--- src/rtl/inst_encoder_if.sv ---
// Handshake and field bundle between the instruction producer, the encoder and the
// instruction-memory writer. The encoder connects through the slave modport.
interface inst_encoder_if;
  logic        in_valid;
  logic        in_ready;
  logic [2:0]  in_fmt;
  logic [6:0]  opcode;
  logic [2:0]  funct3;
  logic [6:0]  funct7;
  logic [4:0]  rd;
  logic [4:0]  rs1;
  logic [4:0]  rs2;
  logic [63:0] imm;
  logic        out_valid;
  logic        out_ready;
  logic [31:0] out_inst;
  logic [63:0] out_addr;
  logic        err;

  modport slave (
    input  in_valid, in_fmt, opcode, funct3, funct7, rd, rs1, rs2, imm, out_ready,
    output in_ready, out_valid, out_inst, out_addr, err
  );

  modport master (
    output in_valid, in_fmt, opcode, funct3, funct7, rd, rs1, rs2, imm, out_ready,
    input  in_ready, out_valid, out_inst, out_addr, err
  );
endinterface

--- src/rtl/inst_encoder.sv ---
// RISC-V field-bundle encoder with a one-entry output register and address tagging.
// Optional IMM_RANGE_CHECK_EN rejects bundles whose immediate does not fit its format.
module inst_encoder #(
  parameter logic [63:0] BASE_ADDR = 64'd0,
  parameter logic [63:0] ADDR_STEP = 64'd4
) (
  input logic           clk,
  input logic           rst_n,
  inst_encoder_if.slave io_bus
);

  typedef enum logic {StEmpty, StFull} state_e;

  state_e      r_state;
  logic [31:0] r_inst;
  logic [63:0] r_addr;
  logic        r_err;

  logic [31:0] w_enc;
  logic        w_fmt_ok;
  logic        w_imm_ok;
  logic        w_legal;
  logic        w_accept;
  logic        w_out_hs;

  assign io_bus.out_valid = (r_state == StFull);
  assign io_bus.out_inst  = r_inst;
  assign io_bus.out_addr  = r_addr;
  assign io_bus.err       = r_err;
  assign io_bus.in_ready  = !io_bus.out_valid || io_bus.out_ready;

  assign w_accept = io_bus.in_valid && io_bus.in_ready;
  assign w_out_hs = io_bus.out_valid && io_bus.out_ready;
  assign w_fmt_ok = (io_bus.in_fmt <= 3'd5);
  assign w_legal  = w_fmt_ok && w_imm_ok;

  always_comb begin
    w_enc = 32'd0;
    case (io_bus.in_fmt)
      3'd0: w_enc = {io_bus.funct7, io_bus.rs2, io_bus.rs1, io_bus.funct3, io_bus.rd,
                     io_bus.opcode};
      3'd1: w_enc = {io_bus.imm[11:0], io_bus.rs1, io_bus.funct3, io_bus.rd, io_bus.opcode};
      3'd2: w_enc = {io_bus.imm[11:5], io_bus.rs2, io_bus.rs1, io_bus.funct3,
                     io_bus.imm[4:0], io_bus.opcode};
      3'd3: w_enc = {io_bus.imm[12], io_bus.imm[10:5], io_bus.rs2, io_bus.rs1, io_bus.funct3,
                     io_bus.imm[4:1], io_bus.imm[11], io_bus.opcode};
      3'd4: w_enc = {io_bus.imm[31:12], io_bus.rd, io_bus.opcode};
      3'd5: w_enc = {io_bus.imm[20], io_bus.imm[10:1], io_bus.imm[11], io_bus.imm[19:12],
                     io_bus.rd, io_bus.opcode};
      default: w_enc = 32'd0;
    endcase
  end

`ifdef IMM_RANGE_CHECK_EN
  logic signed [63:0] w_imm_s;
  assign w_imm_s = io_bus.imm;

  always_comb begin
    w_imm_ok = 1'b1;
    case (io_bus.in_fmt)
      3'd1, 3'd2: w_imm_ok = (w_imm_s >= -64'sd2048) && (w_imm_s <= 64'sd2047);
      3'd3: w_imm_ok = (w_imm_s >= -64'sd4096) && (w_imm_s <= 64'sd4094) && !io_bus.imm[0];
      3'd4: w_imm_ok = (io_bus.imm[11:0] == 12'd0) &&
                       (io_bus.imm[63:32] == {32{io_bus.imm[31]}});
      3'd5: w_imm_ok = (w_imm_s >= -64'sd1048576) && (w_imm_s <= 64'sd1048574) &&
                       !io_bus.imm[0];
      default: w_imm_ok = 1'b1;
    endcase
  end
`else
  // Upper immediate bits only matter to the range check.
  logic [31:0] w_unused_imm;
  assign w_unused_imm = io_bus.imm[63:32];
  assign w_imm_ok     = 1'b1;
`endif

  always_ff @(posedge clk) begin
    if (!rst_n) begin
      r_state <= StEmpty;
      r_inst  <= 32'd0;
      r_addr  <= BASE_ADDR;
      r_err   <= 1'b0;
    end else begin
      r_err <= w_accept && !w_legal;
      if (w_out_hs) begin
        r_addr <= r_addr + ADDR_STEP;
      end
      case (r_state)
        StEmpty: begin
          if (w_accept && w_legal) begin
            r_state <= StFull;
            r_inst  <= w_enc;
          end
        end
        StFull: begin
          // A rejected bundle arriving with the handshake still drains the entry.
          if (io_bus.out_ready) begin
            if (w_accept && w_legal) begin
              r_inst <= w_enc;
            end else begin
              r_state <= StEmpty;
            end
          end
        end
        default: r_state <= StEmpty;
      endcase
    end
  end

endmodule

--- src/flat_wrapper.sv ---
// flat-port wrapper written by rule: the top's interface ports become plain ports
module inst_encoder_flat 
#(
  parameter logic [63:0] BASE_ADDR = 64'd0,
  parameter logic [63:0] ADDR_STEP = 64'd4
)
  (clk, rst_n, io_bus_in_valid, io_bus_in_fmt, io_bus_opcode, io_bus_funct3, io_bus_funct7, io_bus_rd, io_bus_rs1, io_bus_rs2, io_bus_imm, io_bus_out_ready, io_bus_in_ready, io_bus_out_valid, io_bus_out_inst, io_bus_out_addr, io_bus_err);
  inst_encoder_if io_bus_i ();
  input logic clk;
  input logic rst_n;
  input wire logic [$bits(io_bus_i.in_valid)-1:0] io_bus_in_valid;
  input wire logic [$bits(io_bus_i.in_fmt)-1:0] io_bus_in_fmt;
  input wire logic [$bits(io_bus_i.opcode)-1:0] io_bus_opcode;
  input wire logic [$bits(io_bus_i.funct3)-1:0] io_bus_funct3;
  input wire logic [$bits(io_bus_i.funct7)-1:0] io_bus_funct7;
  input wire logic [$bits(io_bus_i.rd)-1:0] io_bus_rd;
  input wire logic [$bits(io_bus_i.rs1)-1:0] io_bus_rs1;
  input wire logic [$bits(io_bus_i.rs2)-1:0] io_bus_rs2;
  input wire logic [$bits(io_bus_i.imm)-1:0] io_bus_imm;
  input wire logic [$bits(io_bus_i.out_ready)-1:0] io_bus_out_ready;
  output wire logic [$bits(io_bus_i.in_ready)-1:0] io_bus_in_ready;
  output wire logic [$bits(io_bus_i.out_valid)-1:0] io_bus_out_valid;
  output wire logic [$bits(io_bus_i.out_inst)-1:0] io_bus_out_inst;
  output wire logic [$bits(io_bus_i.out_addr)-1:0] io_bus_out_addr;
  output wire logic [$bits(io_bus_i.err)-1:0] io_bus_err;
  assign io_bus_i.in_valid = io_bus_in_valid;
  assign io_bus_i.in_fmt = io_bus_in_fmt;
  assign io_bus_i.opcode = io_bus_opcode;
  assign io_bus_i.funct3 = io_bus_funct3;
  assign io_bus_i.funct7 = io_bus_funct7;
  assign io_bus_i.rd = io_bus_rd;
  assign io_bus_i.rs1 = io_bus_rs1;
  assign io_bus_i.rs2 = io_bus_rs2;
  assign io_bus_i.imm = io_bus_imm;
  assign io_bus_i.out_ready = io_bus_out_ready;
  assign io_bus_in_ready = io_bus_i.in_ready;
  assign io_bus_out_valid = io_bus_i.out_valid;
  assign io_bus_out_inst = io_bus_i.out_inst;
  assign io_bus_out_addr = io_bus_i.out_addr;
  assign io_bus_err = io_bus_i.err;
  inst_encoder #(.BASE_ADDR(BASE_ADDR), .ADDR_STEP(ADDR_STEP)) u_core (.clk(clk), .rst_n(rst_n), .io_bus(io_bus_i));
endmodule
--- config.mk ---
export PLATFORM = sky130hd
export DESIGN_NAME = inst_encoder_flat
export DESIGN_NICKNAME = d
export VERILOG_FILES = /design/src/rtl/inst_encoder_if.sv /design/src/rtl/inst_encoder.sv /design/src/flat_wrapper.sv
export SDC_FILE = /design/constraint.sdc
export NUM_CORES = 1
export LEC_CHECK = 0
export ABC_AREA = 1
export BUFFER_PORTS_ARGS = -buffer_cell sky130_fd_sc_hd__buf_2
export CORE_ASPECT_RATIO = 0.75
export CORE_UTILIZATION = 50
export CTS_CLUSTER_DIAMETER = 120
export DETAILED_ROUTE_END_ITERATION = 10
export HOLD_SLACK_MARGIN = 0.02
export PLACE_DENSITY = 0.87
export SYNTH_ARGS = -nofsm -noshare
export SYNTH_HDL_FRONTEND = slang
export SYNTH_SLANG_ARGS = --single-unit
--- constraint.sdc ---
create_clock -name clk -period 2.2 [get_ports clk]
set_clock_uncertainty 0.15 [all_clocks]
set_input_delay 0.11 -clock clk [delete_from_list [all_inputs] [get_ports clk]]
set_output_delay 0.11 -clock clk [all_outputs]
set_load 0.005 [all_outputs]
==> out/results.txt, run 1 <==
CP endpoint kind = register
Final WS setup = -10.4 ps
Post-synth EDFFs = 0
R2R cell count = 8
Die width = 121 um
CP arrival = 2290 ps
Setup CP Type = input pin to register
Yosys Warn Count = 0
Max layer used = met4
Slowest stage delay, CP = 570 ps
First-pass GRT wire length = 27800 um
Top post-synthesis cells by count = nand2_1, nor2_1, dfxtp_1, inv_1, a21oi_1
Tcrit/Tclk final = 1.00
Worst path cell trace = dlygate4sd3_1 > buf_2 > inv_1 > nand2_2 > nand2_2 > a21oi_4 > inv_4 > buf_6 > a21oi_1 > a31oi_1 > dlygate4sd3_1
Die area = 0.0110 sq mm
CTS root buf = clkbuf_16
Synthesis-stage register bit count = 96
Via/cell ratio = 5.33
Clock transition at path regs = 70 ps
Slew Limit Fails = 0
Simple-Gate Fraction of Synth Area = 0.399
Distinct cells, synth = 41
Post-layout instance area = 0.00724 sq mm
DP HPWL = 11800 um
Worst path slowest cell = dlygate4sd3_1
Top delay family on crit path = buffers and inverters
Worst R2R End = u_core.io_bus.out_inst[21]
Mux contribution to synthesized area = 0
Psw = 936 uW
Post-DRT Antenna Nets = 0
Post-DP Area = 0.00624 sq mm
Switching share of power = 0.228
Post-route DRC = 0
Synth Instances = 800
Startpoint Class = input pin
P_leak = 3.23 nW
Status = finished with violations
Pre-antenna DRT Iters = 5
Internal = 3.16 mW
Wire length on met2 = 7800 um
Critical hold path startpoint = io_bus_imm[1]
Filler cells = 815
Post-Syn Area = 0.00529 sq mm
Crit path required time = 2280 ps
Worst ir drop on vdd = 0.000513 V
Final Hold Viols = 0
Placer Congestion = 0.937
Max-slew headroom = 0.505
Buffers plus inverters on the worst setup path = 6
Post-Route WL = 17400 um
TritonCTS buffer count = 9
Setup violators final = 1
Global-route usage over all layers = 0.320
Pwr/cell area = 565 mW/mm^2
Ys flop type = dfxtp_1
CTS tree = yes
Violated checks = negative setup slack
Clock power share = 0.442
Power consumption = 4.10 mW
Async SR Flop Fraction = 0
Area Overhead vs Synth = 37.0%
Die height = 91.1 um
Longest Clk Path Bufs = 2
Met1 WL = 7440 um
Compound-Gate Fraction of Synth Area = 0.146
CP max FO = 10
WHS Endpoint = u_core.io_bus.out_inst[8]
Drt first-iter violations = 517
Metal3 WL = 1660 um
Finished Core Util = 0.704
Io pins = 202
Synth top area share = 0.363
Sink Count = 96
GR Overflow Total = 0
Row Count = 32
Worst-Skew Late Latency = 340 ps
Share of layout cells above drive strength 1 = 0.255
Most common cell in the synthesized netlist = nand2_1
Vias in the first global route = 5864
Worst R2R Setup Slack = 100 ps
Number of port buffers = 167
Main area contributors after synthesis = dfxtp_1, nand2_1, nor2_1
Max cap viols = 0
Sequential element share of the synthesized area = 0.363
Initial antenna violation count = 0
Final Non-Filler Cells = 1164
Largest family of logic cells by synthesized area = simple AND/OR/NAND/NOR gates
Synth Area in Adders = 0.00237
Hold Path Stages = 5
DR vias = 6199
Unrepaired setup endpoints after global routing = yes
Area leader, netlist = dfxtp_1
XOR/XNOR Fraction of Synth Area = 0.0116
Core ar. = 0.0103 sq mm
Hold Path Class = input pin to register
N_diodes = 0
Fin nets = 1128
H-tree depth = 3
Reg2reg start = u_core.io_bus.out_valid
Reg power frac = 0.444
Combinational share of power = 0.114
Inst Count DP = 1089
Starting Density = 0.514
Slew @ Worst Pin = 743 ps
Max Clk Rate = 452 MHz
Final Critical Period = 2210 ps
Pin count of the biggest net entering global routing = 75
Avg Inst Size Synth = 6.61 sq um
Routed len/inst = 15.0 um
[worst reg2reg max path: stages, from the launching register on]
cell	delay [ps]
dfxtp_1	340
nand2_2	120
nand2_2	90
a21oi_4	190
inv_4	80
buf_6	160
a21oi_1	180
a31oi_1	110
dlygate4sd3_1	570
[power groups by stage]
stage	clock network, mW	registers, mW	logic [mW]
floorplan	0	1.86	0.160
global placement	0	1.85	0.321
detailed placement	0	1.85	0.326
CTS	1.83	1.81	0.423
global route	1.89	1.82	0.508
finish	1.81	1.82	0.468
[metal layers]
layer	track usage	up-vias
met1	0.408	2766
met2	0.516	344
met5	0	-
met4	0.132	0
li1	-	3038
met3	0.0766	51
[sequential cells by signal, indices dropped and copies added (netlist names)]
name,count
u_core.io_bus.err,1
u_core.io_bus.out_valid,1
u_core.io_bus.out_inst,32
u_core.io_bus.out_addr,62
[cells in the final DEF (no fill, tap or decap), types with 2 or more instances in the layout]
cell / Yosys / routed
a21oi_1: 66 / 59
a21oi_2: 1 / 7
a31oi_1: 14 / 14
buf_2: 4 / 167
buf_4: 4 / 6
bufinv_16: 0 / 3
clkbuf_16: 0 / 9
clkinvlp_4: 0 / 2
conb_1: 1 / 2
dfxtp_1: 96 / 96
dlygate4sd3_1: 0 / 58
inv_1: 71 / 70
inv_2: 6 / 6
inv_4: 1 / 2
nand2_1: 178 / 176
nand2_2: 16 / 18
nand2_4: 2 / 2
nand3_1: 43 / 43
nand3_2: 3 / 3
nand4_1: 17 / 17
nor2_1: 146 / 146
nor2_2: 11 / 11
nor2_4: 15 / 15
nor2_8: 3 / 3
nor3_1: 9 / 9
nor4_1: 2 / 2
o21a_1: 5 / 5
o21ai_0: 51 / 50
o21ai_1: 2 / 3
o21bai_1: 2 / 2
xnor2_1: 2 / 2
xor2_1: 5 / 5
[final cells by class]
cell class,instances,area (sq um),area share
multi-input cells,605,3000,0.414
flip-flops and latches,96,1920,0.265
repair buffers,234,1510,0.208
inverters,78,298,0.0411
clock buffers,10,239,0.0330
well taps,136,170,0.0235
clock inverters,5,105,0.0145
[repair_timing]
item	CTS	global route
hold buffers	58	0
endpoints found under the hold margin	34	0
resized for setup	0	19
buffers inserted	0	2
setup endpoints to repair	0	24
[logic make-up after synthesis]
| kind of cell | count (synthesis) |
|---|---|
| compound gates | 144 |
| flops | 96 |
| other cells | 1 |
| xor+xnor | 7 |
| simple gates | 451 |
| fa+ha+maj | 1 |
| buf+inv | 100 |
[per-stage QoR]
stage | hold slack (ps) | setup WS (ps) | setup TNS, ps
finish | 61.7 | -10.4 | -10.4
global placement | 181 | 396 | 0
CTS | 45.3 | 30.8 | 0
detailed placement | 198 | 346 | 0
global route | 129 | -75.0 | -373
floorplan | 94.9 | 562 | 0
[worst max-delay path by stage]
stage / startpoint / endpoint / slack (ps) / cells past startpoint
floorplan: u_core.io_bus.out_addr[3] / u_core.io_bus.out_addr[38] / 560 / 9
global placement: u_core.io_bus.out_addr[3] / u_core.io_bus.out_addr[54] / 400 / 10
detailed placement: u_core.io_bus.out_addr[3] / u_core.io_bus.out_addr[58] / 350 / 10
CTS: io_bus_out_ready / u_core.io_bus.out_inst[24] / 30 / 10
global route: io_bus_out_ready / u_core.io_bus.out_inst[21] / -80 / 11
finish: io_bus_out_ready / u_core.io_bus.out_inst[21] / -10 / 11
No activity file was read; power rests on OpenSTA's default activity.
==> run 2: changes to the inputs <==
==> constraint.sdc (replaced) <==
create_clock -name clk -period 2.2 [get_ports clk]
set_clock_uncertainty 0.15 [all_clocks]
set_input_delay 0.33 -clock clk [delete_from_list [all_inputs] [get_ports clk]]
set_output_delay 0.33 -clock clk [all_outputs]
set_load 0.005 [all_outputs]
==> run 2 against run 1 <==
Compared with the run above:
- the flow now finishes without violations
- clock power is essentially flat
- first-iteration DRC count shrank 8.1%
- wire length shrank 11%
==> out/results.txt, run 2 (synthesized netlist as in run 1, its figures left out) <==
Setup violators final = 0 (-1)
Number of port buffers = 167 (unchanged)
CP arrival = 2050 ps (-240 ps)
Worst R2R End = u_core.io_bus.out_addr[63]
Io pins = 202 (unchanged)
Starting Density = 0.514 (unchanged)
Filler cells = 941 (+15%)
Slew @ Worst Pin = 724 ps (-18.9 ps)
Clock transition at path regs = 70 ps (about the same)
Setup crit end = u_core.io_bus.out_addr[63]
GR Util met1 = 0.396 (-0.0122)
Top Usage Layer GRT = met2
Most common cell after layout, fill and taps aside = nand2_1
Worst R2R Setup Slack = 250 ps (+150 ps)
Final WS setup = 251 ps (+262 ps)
Final Non-Filler Cells = 1105 (-5.1%)
Fin nets = 1068 (-5.3%)
CP endpoint kind = register
Core ar. = 0.0103 sq mm (unchanged)
Pre-antenna DRT Iters = 5 (unchanged)
Crit path required time = 2300 ps (+20 ps)
Die area = 0.0110 sq mm (unchanged)
Global-route usage over all layers = 0.297 (-0.0226)
Grt met2 use = 0.461 (-0.0551)
Max cap viols = 0 (unchanged)
Initial antenna violation count = 0 (unchanged)
Max reg flops = 62 (unchanged)
CTS resizes = 0 (unchanged)
Post-DRT Antenna Nets = 0 (unchanged)
Max Clk Rate = 513 MHz (+13%)
Final Critical Period = 1950 ps (-262 ps)
Final Hold Viols = 0 (unchanged)
Crit path launch = u_core.io_bus.out_addr[45]
Via/cell ratio = 5.27 (-0.98%)
R2R cell count = 9 (+1)
Area Overhead vs Synth = 24.5%
H-tree depth = 3 (unchanged)
Finished Core Util = 0.640 (-0.0641)
Setup TNS = 0 ps (+10.4 ps)
Sink Count = 96 (unchanged)
GR Overflow Total = 0 (unchanged)
P_leak = 2.93 nW (-9.3%)
Hold WS = 49.9 ps (-11.8 ps)
N_diodes = 0 (unchanged)
Drt first-iter violations = 475 (-8.1%)
Setup bufs post-CTS = 0 (unchanged)
Commonest cells after routing, fill and taps aside = nand2_1, buf_2, nor2_1, dfxtp_1, inv_1
Pin count of the biggest net entering global routing = 75 (unchanged)
Multi-input gate area in the final layout = 0.00296 sq mm (-1.3%)
Power consumption = 3.95 mW (-3.5%)
Hold buffer count at cts = 0 (-100%)
Worst ir drop on vdd = 0.000457 V (-11%)
CP max FO = 6 (-4)
Routed len/inst = 14.1 um (-5.9%)
Startpoint Class = register
Row Count = 32 (unchanged)
Pre-CTS setup slack = 307 ps (-39.1 ps)
Post-route DRC = 0 (unchanged)
Slew Limit Fails = 0 (unchanged)
Worst-Skew Late Latency = 350 ps (about the same)
Share of layout cells above drive strength 1 = 0.259 (+0.00417)
Vias in the first global route = 5438 (-7.3%)
DR vias = 5827 (-6.0%)
First-pass GRT wire length = 25800 um (-7.4%)
Placer Congestion = 0.935 (-0.26%)
CTS tree = yes
Max-slew headroom = 0.518 (+0.0126)
DP HPWL = 11700 um (-0.83%)
Die width = 121 um (unchanged)
Setup CP Type = register to register
Unrepaired setup endpoints after global routing = no
Post-layout instance area = 0.00658 sq mm (-9.1%)
Die height = 91.1 um (unchanged)
Post-DP Area = 0.00624 sq mm (unchanged)
Longest Clk Path Bufs = 2 (unchanged)
Post-Route WL = 15600 um (-11%)
Status = completed
Inst Count DP = 1089 (unchanged)
Met3 GRT Util = 0.0798 (+0.00314)
CTS root buf = clkbuf_16
Pwr/cell area = 600 mW/mm^2 (+6.2%)
TritonCTS buffer count = 9 (unchanged)
Tcrit/Tclk final = 0.886 (-0.119)
Reg2reg start = u_core.io_bus.out_addr[45]
Hold Path Class = input pin to register
Sequential cell area = 0.00192 sq mm (unchanged)
## run 2: cell count changes in the layout (fill, tap and decap cells not counted), moves of 2 or more
cell	delta
nand2_1	+2
clkinv_4	+2
dlygate4sd3_1	-58
nand2_2	-2
a21oi_1	+7
a21oi_2	-6
## run 2: where the power goes
part	internal, mW	total, mW	leakage, nW	switching, mW
logic	0.138	0.327	1.98	0.189
registers	1.79	1.81	0.780	0.0254
clock network	1.11	1.81	0.166	0.698
## run 2: layout make-up
type	count	area share
flip-flops and latches	96	0.292
well taps	136	0.0258
repair buffers	174	0.135
clock inverters	7	0.0182
multi-input cells	605	0.450
clock buffers	9	0.0342
inverters	78	0.0448
## run 2: critical path: stages (launching register included)
cell and delay (ps):
dfxtp_1 510, nand2_1 190, nor2_1 280, inv_1 100, nor2_1 150, nand2_1 70
nor2_1 190, nand3_1 100, nand2_1 70, nor2_1 40
## run 2: routing by layer
| layer | vias up | part of all wire |
|---|---|---|
| li1 | 2917 | - |
| met1 | 2630 | 0.45 |
| met2 | 250 | 0.43 |
| met3 | 30 | 0.093 |
| met4 | 0 | 0.023 |
| met5 | - | 0 |
## run 2: worst min-delay path by stage
stage	start	endpoint	slack [ps]	cells past startpoint
after floorplan	io_bus_opcode[0]	u_core.io_bus.out_inst[0]	310	2
after global placement	u_core.io_bus.out_inst[8]	u_core.io_bus.out_inst[8]	320	2
after detailed placement	u_core.io_bus.out_addr[24]	u_core.io_bus.out_addr[24]	340	1
after CTS	io_bus_opcode[3]	u_core.io_bus.out_inst[3]	40	3
after global routing	io_bus_opcode[5]	u_core.io_bus.out_inst[5]	70	3
final	io_bus_opcode[3]	u_core.io_bus.out_inst[3]	50	3
